### config.mk
export PLATFORM = sky130hd
export DESIGN_NAME = sram_rw_ctrl
export DESIGN_NICKNAME = d
export VERILOG_FILES = /design/src/rtl/sram_ctrl_pkg.sv /design/src/rtl/sram_rw_ctrl_row_decoder.sv /design/src/rtl/sram_rw_ctrl.sv
export SDC_FILE = /design/constraint.sdc
export NUM_CORES = 1
export LEC_CHECK = 0
export CORE_ASPECT_RATIO = 1.2
export CORE_UTILIZATION = 45
export DETAILED_ROUTE_END_ITERATION = 10
export GPL_TIMING_DRIVEN = 1
export MAX_ROUTING_LAYER = met4
export PLACE_DENSITY = 0.73
export SETUP_SLACK_MARGIN = 0.2
export SLEW_MARGIN = 20
export SYNTH_ARGS = -nofsm -noshare
export SYNTH_HDL_FRONTEND = slang
export SYNTH_SLANG_ARGS = --single-unit
### constraint.sdc
create_clock -name clk -period 2.37 [get_ports clk]
set_input_delay 0.237 -clock clk [delete_from_list [all_inputs] [get_ports clk]]
set_output_delay 0.237 -clock clk [all_outputs]
set_load 0.02 [all_outputs]
### src/rtl/sram_ctrl_pkg.sv
// Shared types and default timings for the SRAM read/write sequencer.
// Holds the FSM state set, the request bundle and sizing helpers.
package sram_ctrl_pkg;

  typedef enum logic [3:0] {
    IDLE,
    WSETUP,
    WPULSE,
    WHOLD,
    PRE,
    RPULSE,
    SENSE,
    CAPT,
    RESP,
    GAP
  } state_t;

  localparam int DEF_ROWS    = 4;
  localparam int DEF_COLS    = 4;
  localparam int DEF_WR_CYC  = 10;
  localparam int DEF_PRE_CYC = 2;
  localparam int DEF_RD_CYC  = 10;
  localparam int DEF_GAP_CYC = 10;
  localparam int DEF_AW      = 2;

  // Request bundle at the default array geometry.
  typedef struct packed {
    logic                we;
    logic [DEF_AW-1:0]   addr;
    logic [DEF_COLS-1:0] wdata;
  } req_t;

  function automatic int max_of(
    input int a,
    input int b
  );
    return (a > b) ? a : b;
  endfunction

  // Width of a counter that must reach m-1.
  function automatic int cnt_w(input int m);
    return (m > 1) ? $clog2(m) : 1;
  endfunction

endpackage

### src/rtl/sram_rw_ctrl_row_decoder.sv
// One-hot row decoder with enable for the SRAM wordlines.
// Ports: addr (row index), en (gate), row (one-hot, zero if out of range).
module row_decoder
  import sram_ctrl_pkg::*;
#(
  parameter int ROWS = DEF_ROWS,
  parameter int AW   = DEF_AW
) (
  input  logic [AW-1:0]   addr,
  input  logic            en,
  output logic [ROWS-1:0] row
);

  always_comb begin
    row = '0;
    for (int i = 0; i < ROWS; i++) begin
      if (en && (addr == AW'(i))) begin
        row[i] = 1'b1;
      end
    end
  end

endmodule

### src/rtl/sram_rw_ctrl.sv
// Read/write sequencer for the mixed-signal SRAM array: wordline,
// bitline, precharge and sense-amp timing behind a valid/ready port.
// Ports: clk, rst (async, active high); req_valid/ready/we/addr/wdata;
// rsp_valid/rdata/err; row_wr, row_rd, bl_drv_en, bl_data, pre_en,
// sa_en (to array); sa_out (from sense amps).
// Option: SRAM_RW_CTRL_WRITE_VERIFY_EN adds a read-back after writes.
module sram_rw_ctrl
  import sram_ctrl_pkg::*;
#(
  parameter int ROWS    = DEF_ROWS,
  parameter int COLS    = DEF_COLS,
  parameter int WR_CYC  = DEF_WR_CYC,
  parameter int PRE_CYC = DEF_PRE_CYC,
  parameter int RD_CYC  = DEF_RD_CYC,
  parameter int GAP_CYC = DEF_GAP_CYC,
  localparam int AW = (ROWS > 1) ? $clog2(ROWS) : 1
) (
  input  logic            clk,
  input  logic            rst,
  input  logic            req_valid,
  output logic            req_ready,
  input  logic            req_we,
  input  logic [AW-1:0]   req_addr,
  input  logic [COLS-1:0] req_wdata,
  output logic            rsp_valid,
  output logic [COLS-1:0] rsp_rdata,
  output logic            rsp_err,
  output logic [ROWS-1:0] row_wr,
  output logic [ROWS-1:0] row_rd,
  output logic            bl_drv_en,
  output logic [COLS-1:0] bl_data,
  output logic            pre_en,
  output logic            sa_en,
  input  logic [COLS-1:0] sa_out
);

  localparam int CMAX = max_of(max_of(WR_CYC, PRE_CYC),
                               max_of(RD_CYC, GAP_CYC));
  localparam int CW = cnt_w(CMAX);

  localparam logic [CW-1:0] WR_LAST  = CW'(WR_CYC - 1);
  localparam logic [CW-1:0] PRE_LAST = CW'(PRE_CYC - 1);
  localparam logic [CW-1:0] RD_LAST  = CW'(RD_CYC - 1);
  localparam logic [CW-1:0] GAP_LAST = CW'(GAP_CYC - 1);
  localparam logic [AW:0]   ROWS_W   = (AW + 1)'(ROWS);

  state_t          state;
  state_t          nxt;
  logic [CW-1:0]   cnt;
  logic [CW-1:0]   cnt_nxt;
  logic [AW-1:0]   q_addr;
  logic [COLS-1:0] q_wdata;
  logic [COLS-1:0] wd_nxt;
  logic            err_q;
  logic            err_nxt;
  logic            oor;
  logic            dec_en;
  logic            drv_nxt;
  logic [ROWS-1:0] dec;

`ifdef SRAM_RW_CTRL_WRITE_VERIFY_EN
  logic q_we;
`endif

  assign oor    = {1'b0, req_addr} >= ROWS_W;
  assign dec_en = (nxt == WPULSE) | (nxt == RPULSE)
                | (nxt == SENSE);
  assign drv_nxt = (nxt == WSETUP) | (nxt == WPULSE)
                 | (nxt == WHOLD);
  // Data is driven from the accept edge, before q_wdata is loaded.
  assign wd_nxt = (state == IDLE) ? req_wdata : q_wdata;

  row_decoder #(
    .ROWS (ROWS),
    .AW   (AW)
  ) u_dec (
    .addr (q_addr),
    .en   (dec_en),
    .row  (dec)
  );

  always_comb begin
    nxt     = state;
    err_nxt = err_q;
    unique case (state)
      IDLE: begin
        if (req_valid) begin
          err_nxt = oor;
          if (oor) nxt = RESP;
          else     nxt = req_we ? WSETUP : PRE;
        end
      end
      WSETUP: nxt = WPULSE;
      WPULSE: if (cnt == WR_LAST) nxt = WHOLD;
`ifdef SRAM_RW_CTRL_WRITE_VERIFY_EN
      WHOLD:  nxt = PRE;
`else
      WHOLD:  nxt = RESP;
`endif
      PRE:    if (cnt == PRE_LAST) nxt = RPULSE;
      RPULSE: if (cnt == RD_LAST) nxt = SENSE;
      SENSE:  nxt = CAPT;
      CAPT: begin
        nxt = RESP;
`ifdef SRAM_RW_CTRL_WRITE_VERIFY_EN
        if (q_we) err_nxt = (sa_out != q_wdata);
`endif
      end
      RESP:   nxt = (GAP_CYC > 0) ? GAP : IDLE;
      GAP:    if (cnt == GAP_LAST) nxt = IDLE;
      default: nxt = IDLE;
    endcase
    // Count cycles spent in the current state; idle holds at zero.
    if (nxt != state || state == IDLE) cnt_nxt = '0;
    else                               cnt_nxt = cnt + 1'b1;
  end

  always_ff @(posedge clk or posedge rst) begin
    if (rst) begin
      state     <= IDLE;
      cnt       <= '0;
      q_addr    <= '0;
      q_wdata   <= '0;
      err_q     <= 1'b0;
      req_ready <= 1'b1;
      rsp_valid <= 1'b0;
      rsp_err   <= 1'b0;
      rsp_rdata <= '0;
      row_wr    <= '0;
      row_rd    <= '0;
      bl_drv_en <= 1'b0;
      bl_data   <= '0;
      pre_en    <= 1'b0;
      sa_en     <= 1'b0;
`ifdef SRAM_RW_CTRL_WRITE_VERIFY_EN
      q_we      <= 1'b0;
`endif
    end else begin
      state <= nxt;
      cnt   <= cnt_nxt;
      err_q <= err_nxt;
      if (state == IDLE && req_valid) begin
        q_addr  <= req_addr;
        q_wdata <= req_wdata;
`ifdef SRAM_RW_CTRL_WRITE_VERIFY_EN
        q_we    <= req_we;
`endif
      end
      if (state == CAPT) rsp_rdata <= sa_out;
      req_ready <= (nxt == IDLE);
      rsp_valid <= (nxt == RESP);
      rsp_err   <= (nxt == RESP) && err_nxt;
      row_wr    <= (nxt == WPULSE) ? dec : '0;
      row_rd    <= (nxt == RPULSE || nxt == SENSE)
                   ? dec : '0;
      bl_drv_en <= drv_nxt;
      bl_data   <= drv_nxt ? wd_nxt : '0;
      pre_en    <= (nxt == PRE);
      sa_en     <= (nxt == SENSE);
    end
  end

endmodule

# Word-level counts from Yosys, hierarchy flattened
# Index checks and enable logic that the tools add are counted.
dict set report totals {
  wordCells 72
  register_bits 37
}
dict set report op_classes {
  addsub 1
  n_reduce_logical 12
  bitwise_logic 4
  eq_ne 22
  mux 18
}
# op n
set op_table {}
lappend op_table {{$mux W4} 10}
lappend op_table {{$pmux W4 S9} 1}
lappend op_table {{$eq A4 B3 Y1 const B} 7}
lappend op_table {{$eq A4 B2 Y1 const B} 4}
lappend op_table {{$eq A4 B4 Y1 const B} 4}
lappend op_table {{$eq A4 B1 Y1 const B} 3}
lappend op_table {{$logic_not A4 Y1} 2}
lappend op_table {{$logic_and A1 B1 Y1} 6}
lappend op_table {{$mux W1} 6}
lappend op_table {{$add A4 B1 Y4 const B} 1}
lappend op_table {{$eq A2 B2 Y1 const B} 2}
lappend op_table {{$ne A4 B4 Y1} 1}
lappend op_table {{$or A1 B1 Y1} 4}
lappend op_table {{$mux W3} 1}
lappend op_table {{$eq A2 B1 Y1 const B} 1}
lappend op_table {{$logic_not A2 Y1} 1}
lappend op_table {{$logic_or A1 B1 Y1} 2}
lappend op_table {{$reduce_or A2 Y1} 1}

# Depth between registers and ports, before layout
# Gate-level depths: netlist of the first run.
dict set report depth {
  word_depth 9
  depth_mapped 7
}

# Cells and area by module
# Synthesis of the first run repeated with hierarchy kept, for this count alone.
dict set report hier_totals {
  hier_cells 144
  hier_area_um2 1721.7
}
# mod cells_each n_inst area_each_um2
set modules_own_cells {}
lappend modules_own_cells {sram_rw_ctrl 140 1 1684.1}
lappend modules_own_cells {row_decoder 4 1 37.5}

# Worst setup path after synthesis of the first run
# Ideal clock, no wire load.
dict set report synth_path {
  kind {reg-to-reg}
  from {register cnt[1]}
  to {register row_wr[0]}
  setup_time_ps 80
  arrival_ps 1755
  t_required_ps 2290
  synth_period_minus_slack_ps 1836
  stages_incl_launch_ff 8
  path_slack_ps 534
  cell_sequence {dfrtp_1 > inv_1 > ha_1 > nand4b_2 > and3_1 > or3_4 > or3_4 > nor3_2}
}
dict set report synth_between {
  elab_chain_len 9
}
# element line_no
set synth_rtl {}
lappend synth_rtl {{from (decl)} sram_rw_ctrl.sv:49} ;# logic [CW-1:0] cnt;
lappend synth_rtl {{from (signal assigned)} sram_rw_ctrl.sv:140} ;# cnt <= cnt_nxt;
lappend synth_rtl {{$eq A4 B4 Y1 or $eq A4 B1 Y1 (tied branches)} n/a}
lappend synth_rtl {{$mux W4 (on tied branches)} n/a}
lappend synth_rtl {{$pmux W4 S9 (*)} sram_rw_ctrl.sv:85} ;# unique case (state)
lappend synth_rtl {{$eq A4 B2 Y1 or $eq A4 B3 Y1 (tied branches)} {sram_rw_ctrl.sv:66, sram_rw_ctrl.sv:153}}
lappend synth_rtl {{$or A1 B1 Y1} sram_rw_ctrl.sv:66} ;# assign dec_en = (nxt == WPULSE) | (nxt == RPULSE)
lappend synth_rtl {{$or A1 B1 Y1} sram_rw_ctrl.sv:67} ;# | (nxt == SENSE);
lappend synth_rtl {{$logic_and A1 B1 Y1} sram_rw_ctrl_row_decoder.sv:17} ;# if (en && (addr == AW'(i))) begin
lappend synth_rtl {{$mux W1} sram_rw_ctrl_row_decoder.sv:17}
lappend synth_rtl {{$mux W4 (*)} sram_rw_ctrl.sv:153} ;# row_wr <= (nxt == WPULSE) ? dec : '0;
lappend synth_rtl {{to (signal assigned)} sram_rw_ctrl.sv:153}
lappend synth_rtl {{to (decl)} sram_rw_ctrl.sv:28} ;# output logic [ROWS-1:0] row_wr,
# Mark *: on every way between the ends. The rest lies on a longest branch, timed or not.
# A chain may end at the register's enable or synchronous reset.

# Worst setup path in the final report of the first run
dict set report layout_path {
  from {register cnt[0]}
  to {register row_wr[0]}
}
# The elaborated chain is that of the path after synthesis.

==> impl_metrics.toml, run 1 <==
[power_and_ir_drop]
p_per_area_nw_per_um2 = 1278
power_mw = 2.654
vdd_ir_drop_max_mv = 0.8979
p_leak_nw = 0.9419

[drt]
met3_length_um = 162
firstDrtPassIters = 4
vias = 1064
wl_met2_um = 1600
wl_per_cell_um = 15.07
drt_wl_total_um = 3090
routed.top_layer = "met4"
antenna_left = 0
drt-initial-drc-count = 27
route.detailed.drc = 0
met1_length_um = 1262
vias_per_cell = 5.190

[sta]
hold_slack_ps = 348.3
hold_viol_final = 0
min_period_ps = 2019
fin_skew_ps = 7.074
fin_setup_tns_ps = 0
finalMaxSlewViolations = 0
post-route-period-util_pct = 85.21
worst_pin_slew_ps = 572.3
grt_setup_unrepaired = "no"
relSlewSlack_pct = 61.45
max_freq_mhz = 495.2
setup_viol = 0
fin_ws_ps = 350.6

[synthesis]
synth_top_area_share_pct = 57.05
avgSynthCellArea_sq_um = 12.34
synthesis.area_sq_um = 1579
syn_inst = 128
ys_seq_area_share_pct = 58.72
syn-num-nets = 144
synth-seq-cells = 37
ys_types = 36
yosys.area.top_type = "dfrtp_1"
synth_area_leaders = "dfrtp_1 (57%), mux2_2 (7.1%), nor2_1 (4.5%)"
yosys_warnings = 0

[worst_setup_path]
crit_path_end_kind = "flop"
ff2ff_path_depth = 6
crit_chain = "ha_1 -> and3b_1 -> or3_1 -> a21oi_1 -> or3_4 -> nor3_2"
r2r_start = "cnt[0]$_DFF_PP0_"
slowest_delay_ps = 410
worstPathRequired_ps = 2550
crit_slowest_cell = "dfrtp_1"
crit_arrival_ps = 2200
critPathKind = "flop to flop"
rr_endpoint = "row_wr[0]$_DFF_PP0_"
r2r_slack_ps = 350
crit_fanout = 4
start_kind = "flop"

[layout]
syn2layout_area_growth_pct = 31.54
layout_commonest_cell = "dfrtp_1"
fin_nets = 183
layout-drive-gt1-share_pct = 16.67
n_antenna_cell = 0
final_cell_mix = "dfrtp_1 (36), clkdlybuf4s50_1 (35), nor2_1 (19)"
fin_util_pct = 62.22
instances_no_fill = 205
design_area_sq_um = 2077

[place]
placed_area_sq_um = 1952
place_hpwl_um = 2217
placed_cells = 197
io_buffers = 35
place_ws_ps = 333.6
place.gp.congestion = 0.9304

[floorplanning]
start_util_pct = 47.30
die-area_sq_um = 3751
die_h_um = 66.89
rows = 23
pin_count = 36
dieWidth_um = 56.08
core_sq_um = 3338

[global_routing]
grt_overflow = 0
grt_pass1_vias = 1100
grt_pass1_wl_um = 5264
antenna_found_initial = 0
grt_max_degree = 38
grtUsageTotal_pct = 19.82

[outcome]
status = "completed"

[clocking]
cts_made_buffers = 5
cts.sinks = 37
clock_path_buffers = 2
cts_tree = "yes"
insertion_delay_ps = 290
cts_htree_levels = 2
clockRootBuffer = "clkbuf_8"
clk_pin_slew_ps = 70

[hold_path]
hp-class = "input port to asynchronous set/reset pin"

[run]
max_cap_viol_count = 0
-- cell usage after synthesis, drive strengths merged --
cell type	n
dfrtp	36
nor2	19
mux2	10
inv	5
nand2b	5
nor3	5
buf	4
mux2i	4
or3	4
a21oi	3
and3	3
nand2	3
and2	2
and3b	2
ha	2
nor3b	2
nor4	2
o21ai	2
o21bai	2
xnor2	2
a211o	1
a21o	1
a31o	1
dfstp	1
nand3	1
nand4b	1
nor4b	1
o31ai	1
or2b	1
or3b	1
xor2	1
-- layout make-up --
| class | instances | area [sq um] |
|---|---|---|
| Multi-Input combinational cell | 82 | 610.6 |
| Sequential cell | 37 | 927.1 |
| Timing Repair Buffer | 36 | 357.8 |
| Inverter | 5 | 18.77 |
| Clock inverter | 1 | 30.03 |
| Tap cell | 37 | 46.29 |
| Clock buffer | 7 | 86.33 |
| Fill cell | 270 | 1261 |
-- power by group --
group | leakage [nW] | switching, mW | internal, mW | total, mW
Clock | 0.0585 | 0.215 | 0.343 | 0.558
Sequential | 0.479 | 0.176 | 0.846 | 1.02
Combinational | 0.405 | 0.552 | 0.522 | 1.07
-- worst max-delay path by stage --
stage	from	to	slack, ps	cells past startpoint
final	cnt[0]$_DFF_PP0_	row_wr[0]$_DFF_PP0_	350	6
after global routing	cnt[0]$_DFF_PP0_	bl_data[2]$_DFF_PP0_	190	6
after CTS	cnt[1]$_DFF_PP0_	bl_data[1]$_DFF_PP0_	320	7
after detailed placement	cnt[1]$_DFF_PP0_	bl_data[2]$_DFF_PP0_	330	7
after global placement	state[3]$_DFF_PP0_	bl_data[0]$_DFF_PP0_	390	5
after floorplan	cnt[1]$_DFF_PP0_	row_wr[0]$_DFF_PP0_	530	7
-- logic make-up after synthesis --
logic type,Yosys count,synth area share [%]
buffers and inverters,9,3.169
and+or+nand+nor,52,20.28
adders and majority gates,2,1.585
xor gates and xnor gates,3,1.664
AOI/OAI and AO/OA,11,4.913
DFF,37,58.72
muxes,14,9.667
-- flip-flops by register name, summed over array words and instances, names as in the netlist, 2 cells and up --
signal,count
bl_data,4
cnt,4
q_wdata,4
row_rd,4
row_wr,4
rsp_rdata,4
state,4
q_addr,2
-- critical path: cells and delay by family, from the launching register on --
kind | cells | cell delay [ps]
and+or+nand+nor | 4 | 900
adders and majority gates | 1 | 250
DFF | 1 | 410
AOI/OAI and AO/OA | 1 | 350
-- metal layers --
layer | global-route usage (%) | vias to the layer above
met4 | 9.756 | 0
met2 | 34.23 | 31
met1 | 20.61 | 517
met3 | 6.214 | 7
met5 | - | -
li1 | - | 509
-- what timing repair did --
item                       4_1_cts  5_1_grt
buffers inserted                 0        0
resized for setup                0        1
hold buffers                     0        0
setup endpoints to repair        0        3
No activity file was read; power rests on OpenSTA's default activity.
==> run 2, diff against run 1 <==
--- a/config.mk
+++ b/config.mk
@@ -5,6 +5,7 @@
 export SDC_FILE = /design/constraint.sdc
 export NUM_CORES = 1
 export LEC_CHECK = 0
+export CAP_MARGIN = 20
 export CORE_ASPECT_RATIO = 1.2
 export CORE_UTILIZATION = 45
 export DETAILED_ROUTE_END_ITERATION = 10
==> results of run 2 <==
Same layout as run 1: the final DEF is identical, and so are final timing and power.
